`config.mk`:
```
export PLATFORM = sky130hd
export DESIGN_NAME = dogbattle_turn_ctrl
export DESIGN_NICKNAME = d
export VERILOG_FILES = /design/src/rtl/dogbattle_pkg.sv /design/src/rtl/dogbattle_rr_arb.sv /design/src/rtl/dogbattle_turn_ctrl.sv
export SDC_FILE = /design/constraint.sdc
export NUM_CORES = 1
export LEC_CHECK = 0
export BUFFER_PORTS_ARGS = -buffer_cell sky130_fd_sc_hd__buf_2
export CAP_MARGIN = 10
export CORE_ASPECT_RATIO = 0.75
export CORE_MARGIN = 3
export CORE_UTILIZATION = 25
export DETAILED_ROUTE_END_ITERATION = 10
export PLACE_DENSITY = 0.42
export REMOVE_ABC_BUFFERS = 1
export SETUP_SLACK_MARGIN = 0.2
export SYNTH_ARGS = -nofsm -noshare
export SYNTH_HDL_FRONTEND = slang
export SYNTH_SLANG_ARGS = --single-unit
```
`constraint.sdc`:
```
create_clock -name clk -period 3.95 [get_ports clk]
set_clock_uncertainty 0.2 [all_clocks]
set_input_delay 0.395 -clock clk [delete_from_list [all_inputs] [get_ports clk]]
set_output_delay 0.395 -clock clk [all_outputs]
set_load 0.005 [all_outputs]
```
`src/rtl/dogbattle_pkg.sv`:
```
// Shared types and defaults for the dogbattle turn controller.
//   state_t  : turn-sequencing FSM states
//   winner_t : winner codes as driven on the winner output
//   player_t : identifies a player (attacker, arbiter select, last served)
package dogbattle_pkg;

  localparam int unsigned W_DEF       = 8;
  localparam int unsigned HP_INIT_DEF = 100;

  typedef enum logic [2:0] {
    IDLE  = 3'd0,
    ARB   = 3'd1,
    GRANT = 3'd2,
    APPLY = 3'd3,
    OVER  = 3'd4
  } state_t;

  typedef enum logic [1:0] {
    WIN_NONE = 2'b00,
    WIN_A    = 2'b01,
    WIN_B    = 2'b10
  } winner_t;

  typedef enum logic {
    PL_A = 1'b0,
    PL_B = 1'b1
  } player_t;

endpackage

```
`src/rtl/dogbattle_rr_arb.sv`:
```
// Two-way round-robin arbiter, purely combinational.
//   req_a, req_b : attack requests
//   last_served  : player granted most recently (pointer lives in the parent)
//   sel          : chosen player (meaningful only when valid)
//   valid        : at least one request present
module dogbattle_rr_arb
  import dogbattle_pkg::*;
(
  input  logic    req_a,
  input  logic    req_b,
  input  player_t last_served,
  output player_t sel,
  output logic    valid
);

  always_comb begin
    valid = req_a | req_b;
    // On a tie the player not served last wins.
    if (req_a && req_b) begin
      sel = (last_served == PL_A) ? PL_B : PL_A;
    end else if (req_b) begin
      sel = PL_B;
    end else begin
      sel = PL_A;
    end
  end

endmodule

```
`src/rtl/dogbattle_turn_ctrl.sv`:
```
// Turn scheduler for the dogbattle datapath. Arbitrates attack requests
// round-robin, runs each attack through one shared saturating subtractor,
// tracks both HP values and the turn count, and declares the winner at KO.
//   clk, rst          : clock, asynchronous active-high reset
//   start             : pulse, (re)loads HP and begins a battle (top priority)
//   req_x / atk_x     : attack request (held until gnt_x) and attack value
//   gnt_x             : one-cycle grant, atk_x captured on the same edge
//   hp_a, hp_b        : current hit points
//   turn_cnt          : attacks applied this battle, saturating at 255
//   busy              : attack in flight (GRANT or APPLY)
//   winner, ko        : winner code and KO flag (ko high while in OVER)
module dogbattle_turn_ctrl
  import dogbattle_pkg::*;
#(
  parameter int unsigned    W       = W_DEF,
  parameter logic [W-1:0]   HP_INIT = W'(HP_INIT_DEF)
) (
  input  logic         clk,
  input  logic         rst,
  input  logic         start,
  input  logic         req_a,
  input  logic [W-1:0] atk_a,
  input  logic         req_b,
  input  logic [W-1:0] atk_b,
  output logic         gnt_a,
  output logic         gnt_b,
  output logic [W-1:0] hp_a,
  output logic [W-1:0] hp_b,
  output logic [7:0]   turn_cnt,
  output logic         busy,
  output logic [1:0]   winner,
  output logic         ko
);

  state_t       r_state;
  state_t       w_next_state;
  logic [W-1:0] r_hp_a;
  logic [W-1:0] r_hp_b;
  logic [W-1:0] r_atk;
  player_t      r_attacker;
  // Holds the player served last; resetting it to B makes A win the first tie.
  player_t      r_last_served;
  logic [7:0]   r_turn_cnt;
  winner_t      r_winner;
  logic         r_gnt_a;
  logic         r_gnt_b;

  player_t      w_arb_sel;
  logic         w_arb_valid;
  logic         w_grant_a;
  logic         w_grant_b;
  logic [W-1:0] w_tgt_hp;
  logic [W:0]   w_sub;
  logic [W-1:0] w_new_hp;
  logic         w_ko_hit;

  dogbattle_rr_arb u_arb (
    .req_a       (req_a),
    .req_b       (req_b),
    .last_served (r_last_served),
    .sel         (w_arb_sel),
    .valid       (w_arb_valid)
  );

  // Single subtractor; the recorded attacker selects which HP is the target.
  // The extra MSB is the borrow, which clamps the result to 0.
  assign w_tgt_hp = (r_attacker == PL_A) ? r_hp_b : r_hp_a;
  assign w_sub    = {1'b0, w_tgt_hp} - {1'b0, r_atk};
  assign w_new_hp = w_sub[W] ? '0 : w_sub[W-1:0];
  assign w_ko_hit = (w_new_hp == '0);

  // NOTE: every output of this block gets a default first, so no path can
  // leave one unassigned and infer a latch.
  always_comb begin
    w_next_state = r_state;
    w_grant_a    = 1'b0;
    w_grant_b    = 1'b0;
    if (start) begin
      w_next_state = ARB;
    end else begin
      case (r_state)
        IDLE:  w_next_state = IDLE;
        ARB: begin
          if (w_arb_valid) begin
            w_next_state = GRANT;
            w_grant_a    = (w_arb_sel == PL_A);
            w_grant_b    = (w_arb_sel == PL_B);
          end
        end
        GRANT: w_next_state = APPLY;
        APPLY: w_next_state = w_ko_hit ? OVER : ARB;
        OVER:  w_next_state = OVER;
        default: w_next_state = IDLE;
      endcase
    end
  end

  // NOTE: sequential state uses non-blocking assignments so every register
  // samples the pre-edge values of the others.
  always_ff @(posedge clk or posedge rst) begin
    if (rst) begin
      r_state <= IDLE;
    end else begin
      r_state <= w_next_state;
    end
  end

  // NOTE: this block holds only small control/datapath registers (no memory
  // arrays), so all of them are cleared by the asynchronous reset.
  always_ff @(posedge clk or posedge rst) begin
    if (rst) begin
      r_hp_a        <= '0;
      r_hp_b        <= '0;
      r_atk         <= '0;
      r_attacker    <= PL_A;
      r_last_served <= PL_B;
      r_turn_cnt    <= '0;
      r_winner      <= WIN_NONE;
      r_gnt_a       <= 1'b0;
      r_gnt_b       <= 1'b0;
    end else begin
      r_gnt_a <= w_grant_a;
      r_gnt_b <= w_grant_b;
      if (start) begin
        // Any in-flight attack is dropped: APPLY is never reached for it.
        r_hp_a        <= HP_INIT;
        r_hp_b        <= HP_INIT;
        r_turn_cnt    <= '0;
        r_winner      <= WIN_NONE;
        r_last_served <= PL_B;
      end else begin
        if (w_grant_a || w_grant_b) begin
          r_atk      <= w_grant_a ? atk_a : atk_b;
          r_attacker <= w_arb_sel;
        end
        if (r_state == APPLY) begin
          if (r_attacker == PL_A) begin
            r_hp_b <= w_new_hp;
          end else begin
            r_hp_a <= w_new_hp;
          end
          if (r_turn_cnt != 8'hFF) begin
            r_turn_cnt <= r_turn_cnt + 8'd1;
          end
          r_last_served <= r_attacker;
          if (w_ko_hit) begin
            r_winner <= (r_attacker == PL_A) ? WIN_A : WIN_B;
          end
        end
      end
    end
  end

  assign gnt_a    = r_gnt_a;
  assign gnt_b    = r_gnt_b;
  assign hp_a     = r_hp_a;
  assign hp_b     = r_hp_b;
  assign turn_cnt = r_turn_cnt;
  assign busy     = (r_state == GRANT) || (r_state == APPLY);
  assign winner   = r_winner;
  assign ko       = (r_state == OVER);

endmodule

```
### Yosys cells after proc, flatten, opt, wreduce, memory -nomap -nowiden

Cells that the tools add are included.

| word-level totals | value |
|---|---|
| word-level logic and storage cells | 66 |
| bits in registers | 41 |
| input port bits | 21 |

| operators by class | value |
|---|---|
| equal/unequal tests | 7 |
| multiplexer cells | 31 |
| bitwise gates (word level) | 3 |
| reductions and logical operators | 13 |
| $add $sub $neg | 2 |

Operators by type and width:

| operator | count |
|---|---|
| 8-bit 2-to-1 mux | 12 |
| 3-bit case mux with 4 select lines | 1 |
| 1-bit 2-to-1 mux | 11 |
| 2-bit AND reduction | 5 |
| 3-bit 2-to-1 mux | 3 |
| 8-bit by 8-bit subtractor with 9-bit output | 1 |
| 8-bit by 1-bit adder with 8-bit output (second input constant) | 1 |
| 8-bit zero test | 1 |
| 2-bit 2-to-1 mux | 4 |
| 8-bit inequality test (second input constant) | 1 |
| 2-bit nonzero test | 4 |
| 3-bit by 2-bit == test with 1-bit output (second input constant) | 2 |
| 3-bit by 1-bit == test with 1-bit output (second input constant) | 1 |
| 3-bit == test (second input constant) | 1 |
| 3-bit by 2-bit inequality test with 1-bit output (second input constant) | 1 |
| 1-bit logical OR | 2 |
| 2-bit inequality test (second input constant) | 1 |
| 1-bit inverter | 2 |
| 1-bit logical AND | 1 |
| 1-bit bitwise OR | 1 |

### Depth between registers and ports, before layout

Gate-level depths: netlist of the first run.

| logic depth | value |
|---|---|
| depth after elaboration | 8 |
| mapped depth | 11 |
| mapped depth without buffers | 10 |

### Hierarchy

Synthesis of the first run repeated with hierarchy kept, for this count alone.

| unflattened totals | value |
|---|---|
| cells, all modules | 244 |
| area, all modules | 2371.0 um^2 |

By module, submodules not included:

| module | sequential area each (um^2) | instances | area each (um^2) | cells each |
|---|---|---|---|---|
| dogbattle_turn_ctrl | 1027.2 | 1 | 2357.3 | 242 |
| dogbattle_rr_arb | 0.0 | 1 | 13.8 | 2 |

### Worst setup path after synthesis of the first run

No wires, ideal clock.

| timing path | value |
|---|---|
| path kind | reg-to-reg |
| from | register r_attacker |
| to | register r_winner[0] (netlist: winner[0]) |
| data arrival time | 2.903 ns |
| data required time | 3.622 ns |
| stages on the path, launching flop included | 12 |
| slack | 0.720 ns |
| period minus slack after synthesis | 3.230 ns |
| cells stage by stage | dfrtp_1 -> buf_1 -> mux2i_1 -> ha_1 -> inv_1 -> fa_1 -> xor2_1 -> or3b_1 -> a211oi_1 -> nand4_1 -> o22ai_2 -> mux2_1 |

| between the ends | value |
|---|---|
| longest elaborated chain between the ends | 6 |
| elaborated cells on any way between the ends | 10 |

Ends and longest elaborated chain:

| element | RTL line | source |
|---|---|---|
| start: declaration | dogbattle_turn_ctrl.sv:40 | `player_t r_attacker;` |
| start signal: assignment | dogbattle_turn_ctrl.sv:134 | `r_attacker <= w_arb_sel;` |
| 8-bit 2-to-1 mux | dogbattle_turn_ctrl.sv:67 | `assign w_tgt_hp = (r_attacker == PL_A) ? r_hp_b : r_hp_a;` |
| 8-bit by 8-bit subtractor with 9-bit output | dogbattle_turn_ctrl.sv:68 | `assign w_sub = {1'b0, w_tgt_hp} - {1'b0, r_atk};` |
| 8-bit 2-to-1 mux | dogbattle_turn_ctrl.sv:69 | `assign w_new_hp = w_sub[W] ? '0 : w_sub[W-1:0];` |
| 8-bit zero test | dogbattle_turn_ctrl.sv:70 | `assign w_ko_hit = (w_new_hp == '0);` |
| 2-bit nonzero test (no line) | n/a |  |
| 2-bit AND reduction (no line) | n/a |  |
| end signal: assignment | dogbattle_turn_ctrl.sv:147 | `r_winner <= (r_attacker == PL_A) ? WIN_A : WIN_B;` |
| end: declaration | dogbattle_turn_ctrl.sv:44 | `winner_t r_winner;` |

Several ways; a longest one is shown, not always the timed one. The select of a mux whose other input is x is not followed.
A chain may end at the register's enable or synchronous reset.

### Worst setup path in the final report of the first run

Ends and elaborated chain as after synthesis.

==> metrics.yaml, run 1 <==
ys_seq_area_share_pct: 43.4
yosys.area.top_type: "dfrtp_1"
post_cts_resize_count: 0
final_layout_size_suffix_gt1_share_pct: 28.8
worst_setup_path_start_kind: "register"
area_added_between_synthesis_and_finish_pct: 24.7
relSlewSlack_pct: 52.2
start_util_pct: 25.9
number_of_clock_buffers_inserted_by_tritoncts: 5
finalSetupTns_ns: 0
most_frequent_cells_in_the_layout: "50 x buf_2, 40 x dfrtp_1, 24 x nand2_1, 24 x nor2_1, 16 x a21oi_1"
ctsRootBufferMaster: "clkbuf_16"
syn-instance-count: 237
antenna_violations_before_repair: 0
synth.area.top_cells: "dfrtp_1 42%, mux2_2 5.7%, ha_1 5.3%"
power_uw: 2140
run_status: "finished with violations"
syn_area_sq_um: 2360
drt_iter0_drc: 65
tritoncts: "yes"
dieWidth_um: 118
async_flop_share_pct: 100
routed-via-count: 1820
io_buffer_count: 50
setup_repair_after_global_routing_missed_its_margin: "false"
gp_congestion: 0.778
synth_top_area_share_pct: 42.3
clkLatencyLatePin_ns: 0.28
vdd_ir_drop_max_uv: 231
cp_data_arrival_time_ns: 3.38
worst_ep_required_time_ns: 3.92
first_pass_grt_wire_length_mm: 9.74
power_density_nw_per_um2: 725
fp.coreArea_sq_um: 9120
finalWirelength_mm: 5.88
clk_pin_slew_worst_paths_ns: 0.06
chipHeight_um: 90.2
fp.dieArea_sq_um: 10700
crit_path_end_kind: "register"
antenna-diode-count: 0
largest_net_degree_at_the_start_of_global_routing: 29
grt_usage_pct: 11.4
fin_crit_ns: 3.41
synth.ff_latch_count: 41
avgRoutedWirePerCell_um: 14.0
clock_tree.htree_level_count: 2
detail_route.vias_per_cell: 4.33
most_common_cell_after_layout_fill_and_taps_aside: "buf_2"
synth-edff-count: 0
drt_drc_violations_left: 0
leakagePower_uw: 0.00144
synth.yosys.warnings: 0
synth.avg_cell_area_sq_um: 9.98
maximum_number_of_buffers_from_clock_root_to_sink: 2
worst-setup-path-type: "register to register"
post-route-period-util_pct: 86.4
synth_flop_cell: "dfrtp_1"
critical_path_maximum_fanout: 14
hold_slack_ns: -0.0341
grt_overflow: 0
maxCapViolCount: 0
grt_pass1_vias: 1823
ctsHoldBuffers: 0
ios: 51
worst_pin_slew_ns: 0.716
final_util_pct: 32.3
setup_viol_count_final: 0
antenna_left: 0
hold_viol_final: 12
nets: 323
synth_cell_types: 52
slew_viol_final: 0
clock_sink_count: 41
fmax_ghz: 0.293
core.rowCount: 30
hold_path.class: "primary input to async pin"
cts_post_setup_buffers_inserted: 0
dp_hpwl_mm: 4.45
drt-pass1-iter-count: 5
failed_checks: "hold timing"
-- per-layer routing --
layer | share of wire [%] | GRT usage (%)
met5 | 0 | 0
met4 | 0.94 | 3.22
met3 | 4.7 | 2.83
met2 | 38 | 15.1
met1 | 57 | 17.9
-- final timing paths --
path | end | cells after the start | slack [ns] | start
max | winner[0]$_DFFE_PP0P_ | 10 | 0.54 | r_attacker$_DFFE_PP0P_
min | turn_cnt[0]$_DFFE_PP0P_ | 2 | -0.03 | rst
max reg2reg | winner[0]$_DFFE_PP0P_ | 10 | 0.54 | r_attacker$_DFFE_PP0P_
min reg2reg | r_last_served$_DFFE_PP1P_ | 2 | 0.26 | r_last_served$_DFFE_PP1P_
max in group asynchronous | r_last_served$_DFFE_PP1P_ | 4 | 2.76 | rst
min in group clk | r_atk[3]$_DFFE_PP0P_ | 3 | 0.21 | atk_a[3]
-- power breakdown --
part,switching (uW),internal [uW],total (uW)
Sequential,116,548,665
Combinational,587,453,1040
Clock,164,268,432
-- sequential cells by signal (all words and copies together) (netlist names) --
name / count
gnt_b: 1
r_attacker: 1
r_last_served: 1
r_atk: 8
winner: 2
r_state: 3
turn_cnt: 8
hp_b: 8
gnt_a: 1
hp_a: 8
-- critical path, cell delays in order, from the launching register on --
cell and delay (ns):
dfrtp_1 0.69, mux2i_1 0.30, ha_1 0.18, inv_1 0.05, fa_1 0.39, xor2_1 0.17
or3b_1 0.38, a211oi_1 0.25, nand4_1 0.15, o22ai_2 0.20, mux2_1 0.34
-- area by class of cell --
cell class	instances	area (sq um)
inverter	13	48.8
clock inverter	1	5.00
clock buffer	7	153
tap	128	160
timing repair buffer	54	300
sequential	41	1030
multi-input combinational	176	1250
fill	972	6170
-- through the flow --
stage	cell area [sq um]	setup slack (ns)	hold slack (ns)	instances
floorplan	2330	0.873	0.237	230
global placement	2760	0.605	0.253	411
detailed placement	2760	0.539	0.251	411
CTS	2920	0.533	0.203	419
global route	2950	0.268	0.0236	420
finish	2950	0.537	-0.0341	420
-- synthesized netlist by cell type (2+ instances only) --
cell type	n
a211oi_1	2
dfrtp_1	40
nand2_1	24
mux2_1	3
a21o_1	3
o31ai_1	4
nand3_1	5
inv_1	12
or3_1	2
buf_1	2
nand2b_1	4
xor2_1	6
nor3_1	3
o2111ai_1	2
nor2_1	24
o21a_1	2
nor2b_1	3
clkbuf_1	3
o21ai_0	5
xnor2_1	4
mux2i_1	12
a21oi_1	16
ha_1	10
o21ai_1	6
mux2_2	12
nor2_2	2
-- cell families after synthesis --
group,after synthesis,synth area share [%]
compound gates,51,15.1
xor+xnor,11,4.39
fa+ha+maj,11,6.14
buf+inv,20,3.54
flops,41,43.4
mux,27,12.2
simple gates,76,15.1
Note: power is estimated with default switching activity, not from simulation.
==> inputs of run 2 (changes only) <==
--- a/config.mk
+++ b/config.mk
@@ -11,6 +11,7 @@
 export CORE_MARGIN = 3
 export CORE_UTILIZATION = 25
 export DETAILED_ROUTE_END_ITERATION = 10
+export MAX_ROUTING_LAYER = met4
 export PLACE_DENSITY = 0.42
 export REMOVE_ABC_BUFFERS = 1
 export SETUP_SLACK_MARGIN = 0.2
==> run 2 against run 1 <==
  * The flow still finishes with violations (hold timing)
  * Register-to-register slack about the same
  * Utilization unchanged
  * Worst setup slack improved by 0.0051 ns
  * Sequential power about the same
  * First-iteration DRC count decreased by 1.5%
  * Non-clock buffer count unchanged
  * Die area unchanged
  * Combinational power about the same
  * Worst hold slack about the same
  * Fmax increased by 0.15%
  * Largest cell class unchanged
  * Critical endpoint unchanged
  * Via count increased by 0.71%
==> metrics.yaml, run 2 (synthesis results as in run 1) <==
run_status: "finished with violations"
failed_checks: "hold timing"
clkLatencyLatePin_ns: 0.28
most_common_cell_after_layout_fill_and_taps_aside: "buf_2"
post_cts_resize_count: 0
ctsRootBufferMaster: "clkbuf_16"
fin_crit_ns: 3.41
gp_congestion: 0.788
critPathBufInv: 1
worst-setup-path-type: "register to register"
post-route-period-util_pct: 86.3
power_density_nw_per_um2: 725
antenna_left: 0
clock_sink_count: 41
worst_ep_required_time_ns: 3.92
crit_path_max_incr_delay_ns: 0.69
setup_viol_count_final: 0
grt_overflow: 0
finalWirelength_mm: 5.89
clk_pin_slew_worst_paths_ns: 0.06
worst_r2r_path_depth: 10
core.rowCount: 30
relSlewSlack_pct: 52.2
dieWidth_um: 118
final_layout_size_suffix_gt1_share_pct: 28.8
reg2reg_to: "winner[0]$_DFFE_PP0P_"
worst_path_max_delay_cell: "dfrtp_1"
hold_slack_ns: -0.0345
hold_viol_final: 12
start_util_pct: 25.9
number_of_clock_buffers_inserted_by_tritoncts: 5
ios: 51
antenna-diode-count: 0
clock_tree.htree_level_count: 2
chipHeight_um: 90.2
drt-pass1-iter-count: 4
setup_repair_after_global_routing_missed_its_margin: "false"
routed-via-count: 1833
fp.coreArea_sq_um: 9120
slew_viol_final: 0
first_pass_grt_wire_length_mm: 9.76
hold_path.class: "primary input to async pin"
antenna_violations_before_repair: 0
regToRegStartpoint: "r_attacker$_DFFE_PP0P_"
ctsHoldBuffers: 0
tritoncts: "yes"
non_filler_cells_final: 420
area_added_between_synthesis_and_finish_pct: 24.7
vdd_ir_drop_max_uv: 233
final_util_pct: 32.3
worst-r2r-setup-slack_ns: 0.54
largest_net_degree_at_the_start_of_global_routing: 29
fp.dieArea_sq_um: 10700
grt_usage_pct: 11.7
timing.critical_path.max_delay_family: "flip-flops"
drt_drc_violations_left: 0
drt_iter0_drc: 64
avgRoutedWirePerCell_um: 14.0
io_buffer_count: 50
maxCapViolCount: 0
critical_path_maximum_fanout: 14
worst_pin_slew_ns: 0.716
most_frequent_cells_in_the_layout: "50 x buf_2, 40 x dfrtp_1, 24 x nand2_1, 24 x nor2_1, 16 x a21oi_1"
crit_path_end_kind: "register"
fmax_ghz: 0.293
grt_pass1_vias: 1820
nets: 323
power_uw: 2140
detail_route.vias_per_cell: 4.36
leakagePower_uw: 0.00144
cp_data_arrival_time_ns: 3.37
worstPathCellList: "mux2i_1, ha_1, inv_1, fa_1, xor2_1, or3b_1, a211oi_1, nand4_1, o22ai_2, mux2_1"
worst_setup_path_start_kind: "register"
fillerInstances: 972
finalSetupTns_ns: 0
dp_hpwl_mm: 4.45
maximum_number_of_buffers_from_clock_root_to_sink: 2
cts_post_setup_buffers_inserted: 0
placed_cells_incl_taps: 411
run 2: cell counts in the layout (fill, tap and decap cells not counted):
No cell type changed its count.
run 2: per-stage QoR:
step	cell area, sq um	setup WS, ns
final	2950	0.542
after global routing	2950	0.260
after CTS	2920	0.533
after detailed placement	2760	0.539
after global placement	2760	0.605
after floorplan	2330	0.873
run 2: final cells by class:
class	instances	area [sq um]	area share, %
inverters	13	48.8	1.66
multi-input cells	176	1250	42.5
clock buffers	7	153	5.18
flip-flops and latches	41	1030	34.8
clock inverters	1	5.00	0.170
well taps	128	160	5.43
repair buffers	54	300	10.2
run 2: where the power goes:
group | total [uW] | leakage (uW) | switching, uW | internal, uW
Clock | 432 | 0.0000799 | 164 | 268
Combinational | 1040 | 0.000843 | 588 | 453
Sequential | 665 | 0.000522 | 116 | 548
run 2: worst max-delay path by stage:
stage,from,to,cells past startpoint
CTS,r_attacker$_DFFE_PP0P_,winner[0]$_DFFE_PP0P_,10
global route,r_attacker$_DFFE_PP0P_,winner[0]$_DFFE_PP0P_,10
floorplan,r_attacker$_DFFE_PP0P_,winner[0]$_DFFE_PP0P_,10
global placement,r_attacker$_DFFE_PP0P_,winner[0]$_DFFE_PP0P_,10
detailed placement,r_attacker$_DFFE_PP0P_,winner[0]$_DFFE_PP0P_,10
finish,r_attacker$_DFFE_PP0P_,winner[0]$_DFFE_PP0P_,10
run 2: worst register-to-register path, cell delays in order, from the launching register on:
cell      delay [ns]
dfrtp_1         0.69
mux2i_1         0.30
ha_1            0.18
inv_1           0.05
fa_1            0.39
xor2_1          0.17
or3b_1          0.38
a211oi_1        0.25
nand4_1         0.15
o22ai_2         0.20
mux2_1          0.34
run 2: routing by layer:
layer  vias up  wire, um  share of wire (%)  track usage [%]
li1        943         -                  -                -
met1       835      3330                 57             18.0
met2        49      2240                 38             15.1
met3         6       273                4.6             2.70
met4         0        37               0.63             3.22
met5         -         0                  0                -
==> inputs of run 3 (changes only) <==
--- a/config.mk
+++ b/config.mk
@@ -13,8 +13,8 @@
 export DETAILED_ROUTE_END_ITERATION = 10
 export MAX_ROUTING_LAYER = met4
 export PLACE_DENSITY = 0.42
+export RECOVER_POWER = 100
 export REMOVE_ABC_BUFFERS = 1
-export SETUP_SLACK_MARGIN = 0.2
 export SYNTH_ARGS = -nofsm -noshare
 export SYNTH_HDL_FRONTEND = slang
 export SYNTH_SLANG_ARGS = --single-unit
==> run 3 against run 2 <==
  * The run still ends with hold timing left
  * Sequential share of layout area up 0.96 points
  * Clock power about the same
  * Worst setup slack worse by 0.088 ns
  * Total power down 2.6%
  * Utilization down 0.86 points
  * Global-route usage unchanged
  * Non-clock buffer count unchanged
  * Wire length about the same
  * First-iteration DRC count up 7.8%
==> metrics.yaml, run 3 (synthesis results as in run 1) <==
gp_congestion: 0.788
most_frequent_cells_in_the_layout: "40 x dfrtp_1, 31 x buf_2, 25 x nor2_1, 24 x nand2_1, 21 x clkbuf_1"
drt_iter0_drc: 69
final_layout_size_suffix_gt1_share_pct: 20.5
avgRoutedWirePerCell_um: 14.0
clk_pin_slew_worst_paths_ns: 0.06
grt_pass1_vias: 1820
first_pass_grt_wire_length_mm: 9.76
critPathBufInv: 1
drt_drc_violations_left: 0
nets: 323
antenna_violations_before_repair: 0
dieWidth_um: 118
setup_repair_after_global_routing_missed_its_margin: "false"
worst-setup-path-type: "register to register"
worst_setup_path_start_kind: "register"
power_uw: 2080
fillerInstances: 983
chipHeight_um: 90.2
start_util_pct: 25.9
io_buffer_count: 50
crit_path_max_incr_delay_ns: 0.69
tritoncts: "yes"
run_status: "finished with violations"
drt-pass1-iter-count: 5
dp_hpwl_mm: 4.45
worst_pin_slew_ns: 1.19
critical_path_maximum_fanout: 14
finalSetupTns_ns: 0
hold_slack_ns: -0.0771
worstPathCellList: "mux2i_1, ha_1, inv_1, fa_1, a21o_1, a221oi_1, xor2_2, o31ai_1, o22ai_2, mux2_1"
core.rowCount: 30
detail_route.vias_per_cell: 4.34
slew_viol_final: 0
setup_viol_count_final: 0
fmax_ghz: 0.286
leakagePower_uw: 0.00135
grt_usage_pct: 11.7
fp.dieArea_sq_um: 10700
worst_path_max_delay_cell: "dfrtp_1"
timing.critical_path.max_delay_family: "compound AO/OA/AOI/OAI gates"
antenna_left: 0
post_cts_resize_count: 0
maximum_number_of_buffers_from_clock_root_to_sink: 2
clock_sink_count: 41
non_filler_cells_final: 420
ctsRootBufferMaster: "clkbuf_16"
maxCapViolCount: 0
area.sequential_sq_um: 1030
crit_path_end_kind: "register"
ios: 51
vdd_ir_drop_max_uv: 207
clock_tree.htree_level_count: 2
hold_path.class: "primary input to async pin"
number_of_clock_buffers_inserted_by_tritoncts: 5
fin_crit_ns: 3.50
grt_overflow: 0
area_added_between_synthesis_and_finish_pct: 21.3
multi_input_area_sq_um: 1230
failed_checks: "hold timing"
power_density_nw_per_um2: 726
antenna-diode-count: 0
cts_post_setup_buffers_inserted: 0
routed-via-count: 1824
largest_net_degree_at_the_start_of_global_routing: 29
post-route-period-util_pct: 88.5
hold_viol_final: 12
fp.coreArea_sq_um: 9120
clkLatencyLatePin_ns: 0.28
most_common_cell_after_layout_fill_and_taps_aside: "dfrtp_1"
placed_cells_incl_taps: 411
ctsHoldBuffers: 0
finalWirelength_mm: 5.89
cp_data_arrival_time_ns: 3.46
relSlewSlack_pct: 20.7
worst_ep_required_time_ns: 3.92
-- run 3: changes by cell type in the layout (fill, tap and decap cells not counted), sizes merged --
cell,previous run,this run
clkbuf,7,29
buf,54,32
-- run 3: worst reg2reg max path, stage by stage (launching register included) --
cell and delay (ns):
dfrtp_1 0.69, mux2i_1 0.31, ha_1 0.18, inv_1 0.05
fa_1 0.39, a21o_1 0.22, a221oi_1 0.50, xor2_2 0.18
o31ai_1 0.13, o22ai_2 0.21, mux2_1 0.34
-- run 3: metrics by stage --
step | area (sq um) | worst slack, ns | utilization, % | hold WS, ns
floorplan | 2330 | 0.873 | - | 0.237
global placement | 2760 | 0.605 | 30.3 | 0.253
detailed placement | 2760 | 0.539 | 30.3 | 0.251
CTS | 2920 | 0.533 | 32.0 | 0.203
global route | 2870 | 0.188 | 31.5 | -0.0183
finish | 2870 | 0.453 | 31.5 | -0.0771
-- run 3: final timing paths --
| kind | startpoint | end | slack [ns] | depth (start not counted) |
|---|---|---|---|---|
| max in group asynchronous | rst | r_attacker$_DFFE_PP0P_ | 1.79 | 4 |
| max | r_attacker$_DFFE_PP0P_ | winner[0]$_DFFE_PP0P_ | 0.45 | 10 |
| min reg2reg | r_last_served$_DFFE_PP1P_ | r_last_served$_DFFE_PP1P_ | 0.26 | 2 |
| min in group clk | atk_a[3] | r_atk[3]$_DFFE_PP0P_ | 0.21 | 3 |
| min | rst | turn_cnt[0]$_DFFE_PP0P_ | -0.08 | 2 |
| max reg2reg | r_attacker$_DFFE_PP0P_ | winner[0]$_DFFE_PP0P_ | 0.45 | 10 |
-- run 3: report_power, final --
group          total [uW]  switching (uW)  internal, uW
combinational         985             564           421
sequential            666             118           548
clock                 431             164           268
-- run 3: layer usage --
| metal | part of all wire, % | global-route usage [%] | routed length [um] | vias to the layer above |
|---|---|---|---|---|
| met5 | 0 | - | 0 | - |
| met4 | 0.51 | 3.22 | 30 | 0 |
| met3 | 4.0 | 2.70 | 237 | 3 |
| met2 | 38 | 15.1 | 2250 | 41 |
| met1 | 57 | 18.0 | 3370 | 836 |
| li1 | - | - | - | 944 |
-- run 3: area by class of cell --
class	instances	share of cell area, %
Clock buffer	7	5.32
Clock inverter	1	0.174
Inverter	13	1.70
Multi-Input combinational cell	176	42.8
Sequential cell	41	35.8
Tap cell	128	5.58
Timing Repair Buffer	54	8.59
